--- src/rtl/reg_write_arbiter.sv ---
// reg_write_arbiter: round-robin arbiter driving the shared register-bank write port
module reg_write_arbiter #(
  parameter int NREQ = 4,
  parameter int NREG = 32,
  parameter int AW = 5,
  parameter int DW = 32,
  parameter bit PROTECT_R0 = 1'b1
) (
  input  logic               clk,
  input  logic               rst,
  input  logic [NREQ-1:0]    req,
  input  logic [NREQ*AW-1:0] req_addr,
  input  logic [NREQ*DW-1:0] req_data,
  output logic [NREQ-1:0]    gnt,
  output logic [NREG-1:0]    wr_en,
  output logic [DW-1:0]      wr_data,
  output logic               busy,
  output logic [15:0]        wr_count
);
  localparam int PW = $clog2(NREQ);
  logic [PW-1:0] ptr, win, nxt;
  logic found;
  logic [AW-1:0] win_addr;
  logic [DW-1:0] win_data;
  logic [NREG-1:0] en;
  always_comb begin
    found = 1'b0;
    win = '0;
    for (int k = 0; k < NREQ; k++)
      if (!found && req[(int'(ptr) + k) % NREQ] && !gnt[(int'(ptr) + k) % NREQ]) begin
        found = 1'b1;
        win = PW'((int'(ptr) + k) % NREQ);
      end
  end
  assign win_addr = req_addr[int'(win)*AW +: AW];
  assign win_data = req_data[int'(win)*DW +: DW];
  assign nxt = PW'((int'(win) + 1) % NREQ);
  assign en = (int'(win_addr) < NREG && !(PROTECT_R0 && win_addr == '0)) ? NREG'(1) << win_addr : '0;
  always_ff @(posedge clk)
    if (rst) begin
      gnt <= '0;
      wr_en <= '0;
      wr_data <= '0;
      busy <= 1'b0;
      wr_count <= '0;
      ptr <= '0;
    end else begin
      busy <= |req;
      gnt <= found ? NREQ'(1) << win : '0;
      wr_en <= found ? en : '0;
      if (found) begin
        wr_data <= win_data;
        ptr <= nxt;
        wr_count <= wr_count + 16'd1;
      end
    end
endmodule

--- config.mk ---
export PLATFORM = sky130hd
export DESIGN_NAME = reg_write_arbiter
export DESIGN_NICKNAME = d
export VERILOG_FILES = /design/src/rtl/reg_write_arbiter.sv
export SDC_FILE = /design/constraint.sdc
export NUM_CORES = 1
export LEC_CHECK = 0
export BUFFER_PORTS_ARGS = -buffer_cell sky130_fd_sc_hd__buf_2
export CORE_ASPECT_RATIO = 0.5
export CORE_MARGIN = 2
export CORE_UTILIZATION = 49
export CTS_CLUSTER_SIZE = 40
export DETAILED_ROUTE_END_ITERATION = 10
export PLACE_DENSITY_LB_ADDON = 0.2
export SKIP_LAST_GASP = 1
export SYNTH_ARGS = -nofsm -noshare
export SYNTH_HDL_FRONTEND = slang
export SYNTH_SLANG_ARGS = --single-unit
--- constraint.sdc ---
create_clock -name clk -period 2.7 [get_ports clk]
set_input_delay 0.405 -clock clk [delete_from_list [all_inputs] [get_ports clk]]
set_output_delay 0.405 -clock clk [all_outputs]
set_load 0.02 [all_outputs]
* Yosys cells after proc, flatten, opt, wreduce, memory -nomap -nowiden
Index checks and enable logic that the tools add are counted.
** Operators by class
- $add $sub $neg :: 5
- Multipliers :: 1
- Divide/modulo/power cells :: 0
- Magnitude comparators :: 4
- Equal/unequal tests :: 0
- Shift-type cells :: 4
- Mux-type cells :: 30
- Bitwise logic cells :: 4
- Reductions and logical operators :: 21
** Operators by type and width (count)
- indexed part select 128 x 8 -> 32 bit :: 1
- << shifter 1 x 5 -> 32 bit, first input constant :: 1
- indexed part select 20 x 6 -> 5 bit :: 1
- 2-to-1 mux 1 bit :: 18
- adder 16 x 1 -> 16 bit, second input constant :: 1
- binary-select mux 1 bit (select 2 bit) :: 8
- less-than comparator 3 x 4 -> 1 bit, second input constant :: 3
- 2-to-1 mux 2 bit :: 4
- OR reduction 2 bit :: 4
- logical AND 1 bit :: 7
- zero test 1 bit :: 7
- zero test 5 bit :: 1
- multiplier 2 x 3 -> 5 bit, second input constant :: 1
- adder 2 x 1 -> 2 bit, second input constant :: 2
- adder 2 bit, second input constant :: 2
- OR reduction 4 bit :: 1
- << shifter 1 x 2 -> 4 bit, first input constant :: 1
- AND 1 bit, first input constant :: 3
- less-than comparator 2 x 3 -> 1 bit, second input constant :: 1
- OR reduction 3 bit :: 1
- NOT 1 bit :: 1
** Storage, ports and cells
- Register bits after elaboration :: 87
- Bits in latches :: 0
- Memory bits (writable) :: 0
- Bits in read-only memories :: 0
- Bits of input ports :: 154
- Memories kept :: 0

* Logic depth before layout (Yosys ltp)
Gate-level depths: netlist of the first run.
- Depth in word-level cells :: 21
- Gate-level depth with buffers :: 9

* Least setup slack after synthesis of the first run
No wires, ideal clock.
- Path kind :: reg2reg
- From :: register gnt[3]
- To :: register wr_data[0]
- Library setup time :: 0.120 ns
- Arrival :: 1.911 ns
- Data required time :: 2.580 ns
- Slack :: 0.670 ns
- Cell stages (with the launch flop) :: 9
- Path buffers :: 2
- Clock period less this slack :: 2.030 ns
- Cell sequence :: dfxtp_1 and2b_2 nor4_2 nor2_1 nand2_1 buf_4 buf_2 a21oi_1 a211o_1
** On the way
- Longest elaborated chain between the ends :: 18
- Elaborated cells on any way between the ends :: 34
- Classes of those cells :: shift: 1; mux: 19; reduce/logical: 14
** Ends and longest elaborated chain
- start, declared :: RTL line 14 : output logic [NREQ-1:0] gnt,
- start signal, assigned :: RTL line 49 : gnt <= found ? NREQ'(1) << win : '0;
- binary-select mux 1 bit (select 2 bit) :: RTL line 30 : if (!found && req[(int'(ptr) + k) % NREQ] && !gnt[(int'(ptr) + k) % NREQ]) begin
- 2-to-1 mux 1 bit (not written as such) :: RTL line 30
- zero test 1 bit :: RTL line 30
- logical AND 1 bit :: RTL line 30
- 2-to-1 mux 1 bit :: RTL line 30
- zero test 1 bit :: RTL line 30
- logical AND 1 bit (2 in series) :: RTL line 30
- 2-to-1 mux 1 bit :: RTL line 30
- zero test 1 bit :: RTL line 30
- logical AND 1 bit (2 in series) :: RTL line 30
- 2-to-1 mux 1 bit :: RTL line 30
- zero test 1 bit :: RTL line 30
- logical AND 1 bit (2 in series) :: RTL line 30
- 2-to-1 mux 2 bit :: RTL line 30
- indexed part select 128 x 8 -> 32 bit :: RTL line 36 : assign win_data = req_data[int'(win)*DW +: DW];
- end signal, assigned :: RTL line 52 : wr_data <= win_data;
- end, declared :: RTL line 16 : output logic [DW-1:0] wr_data,
Parallel ways exist; a longest one is shown, timed or not. The select of a mux whose other input is x is not followed.
A chain may end at the register's enable or synchronous reset.

* Final worst setup path of the first run
- From :: register gnt[3]
- To :: register wr_en[2]
** On the way
- Longest elaborated chain between the ends :: 21
- Elaborated cells on any way between the ends :: 39
- Classes of those cells :: mul: 1; shift: 2; mux: 19; bitwise: 1; reduce/logical: 16
** Ends and longest elaborated chain
- binary-select mux 1 bit (select 2 bit) :: RTL line 30
- 2-to-1 mux 1 bit (not written as such) :: RTL line 30
- zero test 1 bit :: RTL line 30
- logical AND 1 bit :: RTL line 30
- 2-to-1 mux 1 bit :: RTL line 30
- zero test 1 bit :: RTL line 30
- logical AND 1 bit (2 in series) :: RTL line 30
- 2-to-1 mux 1 bit :: RTL line 30
- [... 3 more ...]
- 2-to-1 mux 1 bit :: RTL line 30
- zero test 1 bit :: RTL line 30
- logical AND 1 bit (2 in series) :: RTL line 30
- 2-to-1 mux 2 bit :: RTL line 30
- multiplier 2 x 3 -> 5 bit :: RTL line 35 : assign win_addr = req_addr[int'(win)*AW +: AW];
- indexed part select 20 x 6 -> 5 bit :: RTL line 35
- zero test 5 bit :: RTL line 38 : assign en = (int'(win_addr) < NREG && !(PROTECT_R0 && win_addr == '0)) ? NREG'(1) << win_addr : '0;
- OR reduction 3 bit (no source line)
- end signal, assigned :: RTL line 50 : wr_en <= found ? en : '0;
- end, declared :: RTL line 15 : output logic [NREG-1:0] wr_en,
Parallel ways exist; a longest one is shown, timed or not. The select of a mux whose other input is x is not followed.

==> results of run 1 <==
kinds of logic after synthesis:
logic type                 after synthesis  synth area share, %
xor gates and xnor gates                13                2.601
other                                    1              0.08566
muxes                                   20                4.601
DFF                                     87                39.78
adders and majority gates                1               0.2858
buffers and inverters                   38                4.887
AOI/OAI and AO/OA                      125                19.52
and+or+nand+nor                        268                28.24
worst max-delay path, cell delays in order, from the launching register on:
cell	delay [ns]
dfxtp_1	0.33
and2b_2	0.27
a311oi_2	0.33
or2_4	0.41
mux2i_1	0.12
mux2i_1	0.61
nor3_1	0.13
per-layer routing:
| metal | vias to the layer above | wire (µm) | track usage (%) |
|---|---|---|---|
| met4 | 0 | 96 | 5.956 |
| li1 | 2349 | - | - |
| met2 | 146 | 6070 | 43.73 |
| met1 | 2147 | 5280 | 30.80 |
| met3 | 10 | 734 | 5.520 |
| met5 | - | 0 | 0 |
cell type report:
type	instances	area [µm²]
multi-input combinational	428	2435
clock inverter	7	80.08
timing repair buffer	249	1274
inverter	4	15.01
fill	764	2761
sequential	87	1742
clock buffer	9	225.2
tap	117	146.4
cells in the mapped netlist (all sizes together), types with 4 or more instances:
library cell	n
nor3	22
inv	4
xnor2	6
nor2	50
mux2i	19
and3	5
nand2	140
buf	26
nand3	4
nor3b	7
xor2	7
nand4	4
dfxtp	87
nand2b	17
a211o	32
o21ai	7
or3	6
clkbuf	8
a21oi	70
per-stage QoR:
stage                     utilization, %  hold WS (ns)
after global placement             64.66        0.4399
after global routing               68.18        0.3397
after CTS                          68.18        0.3339
after detailed placement           64.66        0.4438
final                              68.18        0.3423
after floorplan                        -        0.4747
worst max path at each step:
stage            from  cells after the start         end
6_report       gnt[3]                      6    wr_en[2]
5_1_grt        ptr[1]                      6   wr_en[30]
4_1_cts        gnt[3]                      6   wr_en[30]
3_5_place_dp   req[3]                      7    wr_en[2]
3_3_place_gp   req[3]                      7    wr_en[2]
2_1_floorplan  gnt[3]                      8  wr_data[0]
power breakdown:
part / total (mW) / switching [mW] / leakage (nW) / internal [mW]
combinational: 2.38 / 1.52 / 2.26 / 0.862
sequential: 1.72 / 0.146 / 0.711 / 1.57
clock: 1.26 / 0.531 / 0.148 / 0.730
sequential cells by signal, summed over array words and instances (netlist names):
| name | count |
|---|---|
| wr_data | 32 |
| gnt | 4 |
| wr_en | 32 |
| wr_count | 16 |
| ptr | 2 |
| busy | 1 |
==> flow_metrics.py, run 1 <==
metrics = {
    "clocking": {
        "htree_levels": 3,
        "root_buffer": "clkbuf_16",
        "cts_made_buffers": 9,
        "clkTransAtPathRegs_ns": 0.06,
        "postCtsHoldBufs": 0,
        "clock_latency_ns": 0.33,
        "post_cts_buffers": 0,
        "clock_sinks": 87,
        "cts_tree": "built",
        "cts.path.max_buffers": 2,
        "post_cts_resized": 0,
    },
    "floorplan": {
        "io_pins": 239,
        "die-area_mm2": 0.009753,
        "die_width_um": 137.7,
        "coreArea_mm2": 0.008678,
        "num_rows": 24,
        "initial_core_util_pct": 50.45,
        "die_h_um": 70.84,
    },
    "placed_design": {
        "portBuffers": 238,
        "placedCellCount": 885,
        "placed_cell_area_mm2": 0.005612,
        "post-place-ws_ns": 0.1515,
        "gp_congestion": 0.9066,
        "hpwl_um": 9044,
    },
    "grt": {
        "grtUsageTotal_pct": 24.72,
        "grt_pass1_wl_um": 19520,
        "first_global_vias": 4319,
        "grt_max_degree": 43,
        "antenna_found_initial": 0,
        "grt_overflow_total": 0,
    },
    "setup_path": {
        "path_max_fanout": 25,
        "path_class": "flop to flop",
        "cp_data_arrival_time_ns": 2.54,
        "r2r_cells": 6,
        "cp-end-kind": "flop",
        "start_kind": "flop",
        "ff2ff_setup_slack_ns": 0.35,
        "r2r-start": "gnt[3]",
        "critical_path_required_ns": 2.89,
        "timing.rr.end": "wr_en[2]",
    },
    "detailed_routing": {
        "routed_wl_um": 12180,
        "vias": 4652,
        "wl_per_cell_um": 13.52,
        "viasPerCell": 5.163,
        "drtIter0Drc": 229,
        "ant_nets": 0,
        "drt_pass1_iterations": 5,
        "drc": 0,
    },
    "sta": {
        "finalHoldViolCount": 0,
        "clock_skew_ns": 0.007438,
        "setup_tns_ns": 0,
        "rsz0062_at_grt": "no",
        "fmax_mhz": 425.5,
        "finalWorstSetupSlack_ns": 0.3498,
        "worstMarginPinSlew_ns": 0.7414,
        "setup_violations": 0,
        "fin_crit_ns": 2.350,
        "finalCritPeriodShare_pct": 87.04,
        "slew_headroom_pct": 49.16,
        "slew_viol_final": 0,
    },
    "logic_synthesis": {
        "yosys.area.top_type": "dfxtp_1",
        "synthArstFlopShare_pct": 0,
        "syn_inst": 553,
        "seq_area_frac_synth_pct": 39.78,
        "synth_top_area_share_pct": 39.78,
        "synth_edf_count": 0,
        "synth_cell_types": 51,
        "synth.avg_cell_area_um2": 7.917,
        "netlist_area_mm2": 0.004378,
        "syn_nets": 708,
        "synth_flop_cell": "dfxtp_1",
        "synth_seq_cells": 87,
        "synth.area.top_cells": "dfxtp_1 40%, nand2_1 12%, a21oi_1 8.0%, a211o_1 6.4%, mux2i_1 4.3%",
        "yosys_warnings": 0,
    },
    "pwr": {
        "max-vdd-ir-drop_mv": 0.4198,
        "totalPowerFinal_mw": 5.361,
        "power_density_mw_per_mm2": 906.0,
        "p_leak_nw": 3.121,
    },
    "final_layout": {
        "layout.nets": 934,
        "final_common_cell": "buf_2",
        "fin_cells": 901,
        "drive_gt1_share_pct": 36.61,
        "layout_common_cells": "238 x buf_2, 140 x nand2_1, 87 x dfxtp_1",
        "final_area_mm2": 0.005917,
        "n_antenna_cell": 0,
        "area_delta_synth_final_pct": 35.15,
    },
    "worst_hold_path": {
        "hp-class": "input port to flop",
        "min_to": "busy",
        "min_from": "req[2]",
        "holdPathStages": 3,
    },
    "outcome": {
        "outcome": "complete, no violations",
    },
    "run": {
        "maxCapViolations": 0,
    },
}
Note: power is estimated with default switching activity, not from simulation.
==> run 2, diff against run 1 <==
RECOVER_POWER = 50   (was unset)
==> run 2 against run 1 <==
  * Power fell by 1.1%
  * Combinational power fell by 3%
  * Wire length rose by 0.86%
  * Worst hold slack improved by 0.0051 ns
  * Core utilization decreased by 1.2 points
  * Via count hardly changed
  * Sequential share of layout area rose by 0.54 points
  * Die area did not move
  * Critical path depth stayed put
  * Maximum frequency is essentially flat
  * Cell count stayed put
  * Register-to-register slack about the same
  * Critical path type unchanged
  * Largest cell class unchanged
  * Largest power group unchanged
==> flow_metrics.py, run 2 (synthesis gave the netlist of run 1 again) <==
metrics = {
    "outcome": {
        "outcome": "complete, no violations",
    },
    "detailed_routing": {
        "routed_wl_um": 12290,
        "drc": 0,
        "viasPerCell": 5.161,
        "ant_nets": 0,
        "drtIter0Drc": 204,
        "drt_pass1_iterations": 4,
        "vias": 4650,
        "wl_per_cell_um": 13.64,
    },
    "final_layout": {
        "layout.nets": 934,
        "n_antenna_cell": 0,
        "regArea_mm2": 0.001742,
        "nFillCells": 806,
        "drive_gt1_share_pct": 25.77,
        "area_delta_synth_final_pct": 32.72,
        "layout_common_cells": "153 x buf_2, 140 x nand2_1, 87 x dfxtp_1",
        "multiInputGateArea_mm2": 0.002435,
        "final_common_cell": "buf_2",
        "reg.largest.list": "wr_data (32), wr_en (32), wr_count (16)",
    },
    "sta": {
        "finalHoldViolCount": 0,
        "fmax_mhz": 425.5,
        "slew_viol_final": 0,
        "finalCritPeriodShare_pct": 87.05,
        "fin_crit_ns": 2.350,
        "rsz0062_at_grt": "no",
        "setup_tns_ns": 0,
        "slew_headroom_pct": 49.21,
        "clock_skew_ns": 0.006548,
        "setup_violations": 0,
        "finalWorstSetupSlack_ns": 0.3497,
        "worstMarginPinSlew_ns": 0.7407,
    },
    "setup_path": {
        "path_max_fanout": 25,
        "cp-end-kind": "flop",
        "r2r-start": "gnt[3]",
        "max_stage_delay_ns": 0.60,
        "critical-path-top-delay-family": "simple AND/OR/NAND/NOR gates",
        "cp.depth": 6,
        "ff2ff_setup_slack_ns": 0.35,
        "timing.rr.end": "wr_en[30]",
        "crit_top_cell": "mux2i_1",
        "cp_data_arrival_time_ns": 2.54,
        "path_class": "flop to flop",
        "critPathSlowestCell": "mux2i_1",
        "path_buf_inv": 0,
        "r2r_cells": 6,
        "worstPathCellList": "and2b_2 -> a311oi_2 -> or2_4 -> mux2i_1 -> mux2i_1 -> nor3_1",
        "timing.critical_path.to": "wr_en[30]",
        "startpoint": "gnt[3]",
        "start_kind": "flop",
        "critical_path_required_ns": 2.89,
    },
    "clocking": {
        "cts_tree": "built",
        "post_cts_resized": 0,
        "postCtsHoldBufs": 0,
        "root_buffer": "clkbuf_16",
        "htree_levels": 3,
        "cts_made_buffers": 9,
        "clock_sinks": 87,
        "clock_latency_ns": 0.34,
        "cts.path.max_buffers": 2,
        "post_cts_buffers": 0,
        "clkTransAtPathRegs_ns": 0.07,
    },
    "floorplan": {
        "initial_core_util_pct": 50.45,
        "io_pins": 239,
        "die_h_um": 70.84,
        "coreArea_mm2": 0.008678,
        "num_rows": 24,
        "die_width_um": 137.7,
        "die-area_mm2": 0.009753,
    },
    "pwr": {
        "totalPowerFinal_mw": 5.304,
        "p_leak_nw": 2.777,
        "power_density_mw_per_mm2": 912.8,
        "max-vdd-ir-drop_mv": 0.4214,
    },
    "placed_design": {
        "post-place-ws_ns": 0.1515,
        "hpwl_um": 9044,
        "gp_congestion": 0.9066,
        "portBuffers": 238,
    },
    "grt": {
        "first_global_vias": 4319,
        "grt_max_degree": 43,
        "grtUsageTotal_pct": 24.72,
        "grt_overflow_total": 0,
        "grt_pass1_wl_um": 19520,
        "antenna_found_initial": 0,
    },
    "worst_hold_path": {
        "hp-class": "input port to flop",
    },
    "run": {
        "maxCapViolations": 0,
    },
}
[run 2: cell types whose count changed in the layout (fill, tap and decap cells not counted)]
cell | before | now
clkbuf_1 | 0 | 85
buf_2 | 238 | 153
[run 2: where the power goes]
group          internal [mW]  switching [mW]
registers               1.57           0.155
clock network          0.730           0.539
logic                  0.786            1.52
total                   3.09            2.22
[run 2: final cells by class]
cell class | count | share of cell area [%]
Timing Repair Buffer | 249 | 20.09
Clock inverter | 7 | 1.378
Inverter | 4 | 0.2584
Tap cell | 117 | 2.519
Clock buffer | 9 | 3.876
Multi-Input combinational cell | 428 | 41.90
Sequential cell | 87 | 29.97
[run 2: how the worst min path moves through the flow]
stage / slack, ns / to / start / cells after the start
2_1_floorplan: 0.47 / ptr[1] / ptr[1] / 2
3_3_place_gp: 0.44 / wr_data[11] / wr_data[11] / 1
3_5_place_dp: 0.44 / wr_data[13] / wr_data[13] / 1
4_1_cts: 0.33 / busy / req[2] / 3
5_1_grt: 0.36 / busy / req[1] / 3
6_report: 0.35 / busy / req[3] / 3
[run 2: worst reg2reg max path: cells and delay by family (launching register included)]
family             cells  cell delay, ns
DFF                    1            0.33
and+or+nand+nor        3            0.81
muxes                  2            0.73
AOI/OAI and AO/OA      1            0.34
[run 2: per-layer routing]
metal  GRT usage, %  part of all wire [%]  routed length, µm
met2          43.73                    49               6006
met5              0                     0                  0
met4          5.956                   1.3                157
met3          5.520                   5.6                683
met1          30.80                    44               5439
[run 2: metrics by stage]
| stage | util [%] | area [µm²] | std cells | hold slack (ns) |
|---|---|---|---|---|
| floorplan | - | 4378 | 553 | 0.4747 |
| global placement | 64.66 | 5612 | 885 | 0.4399 |
| detailed placement | 64.66 | 5612 | 885 | 0.4438 |
| CTS | 68.18 | 5917 | 901 | 0.3339 |
| global route | 66.96 | 5811 | 901 | 0.3556 |
| finish | 66.96 | 5811 | 901 | 0.3474 |
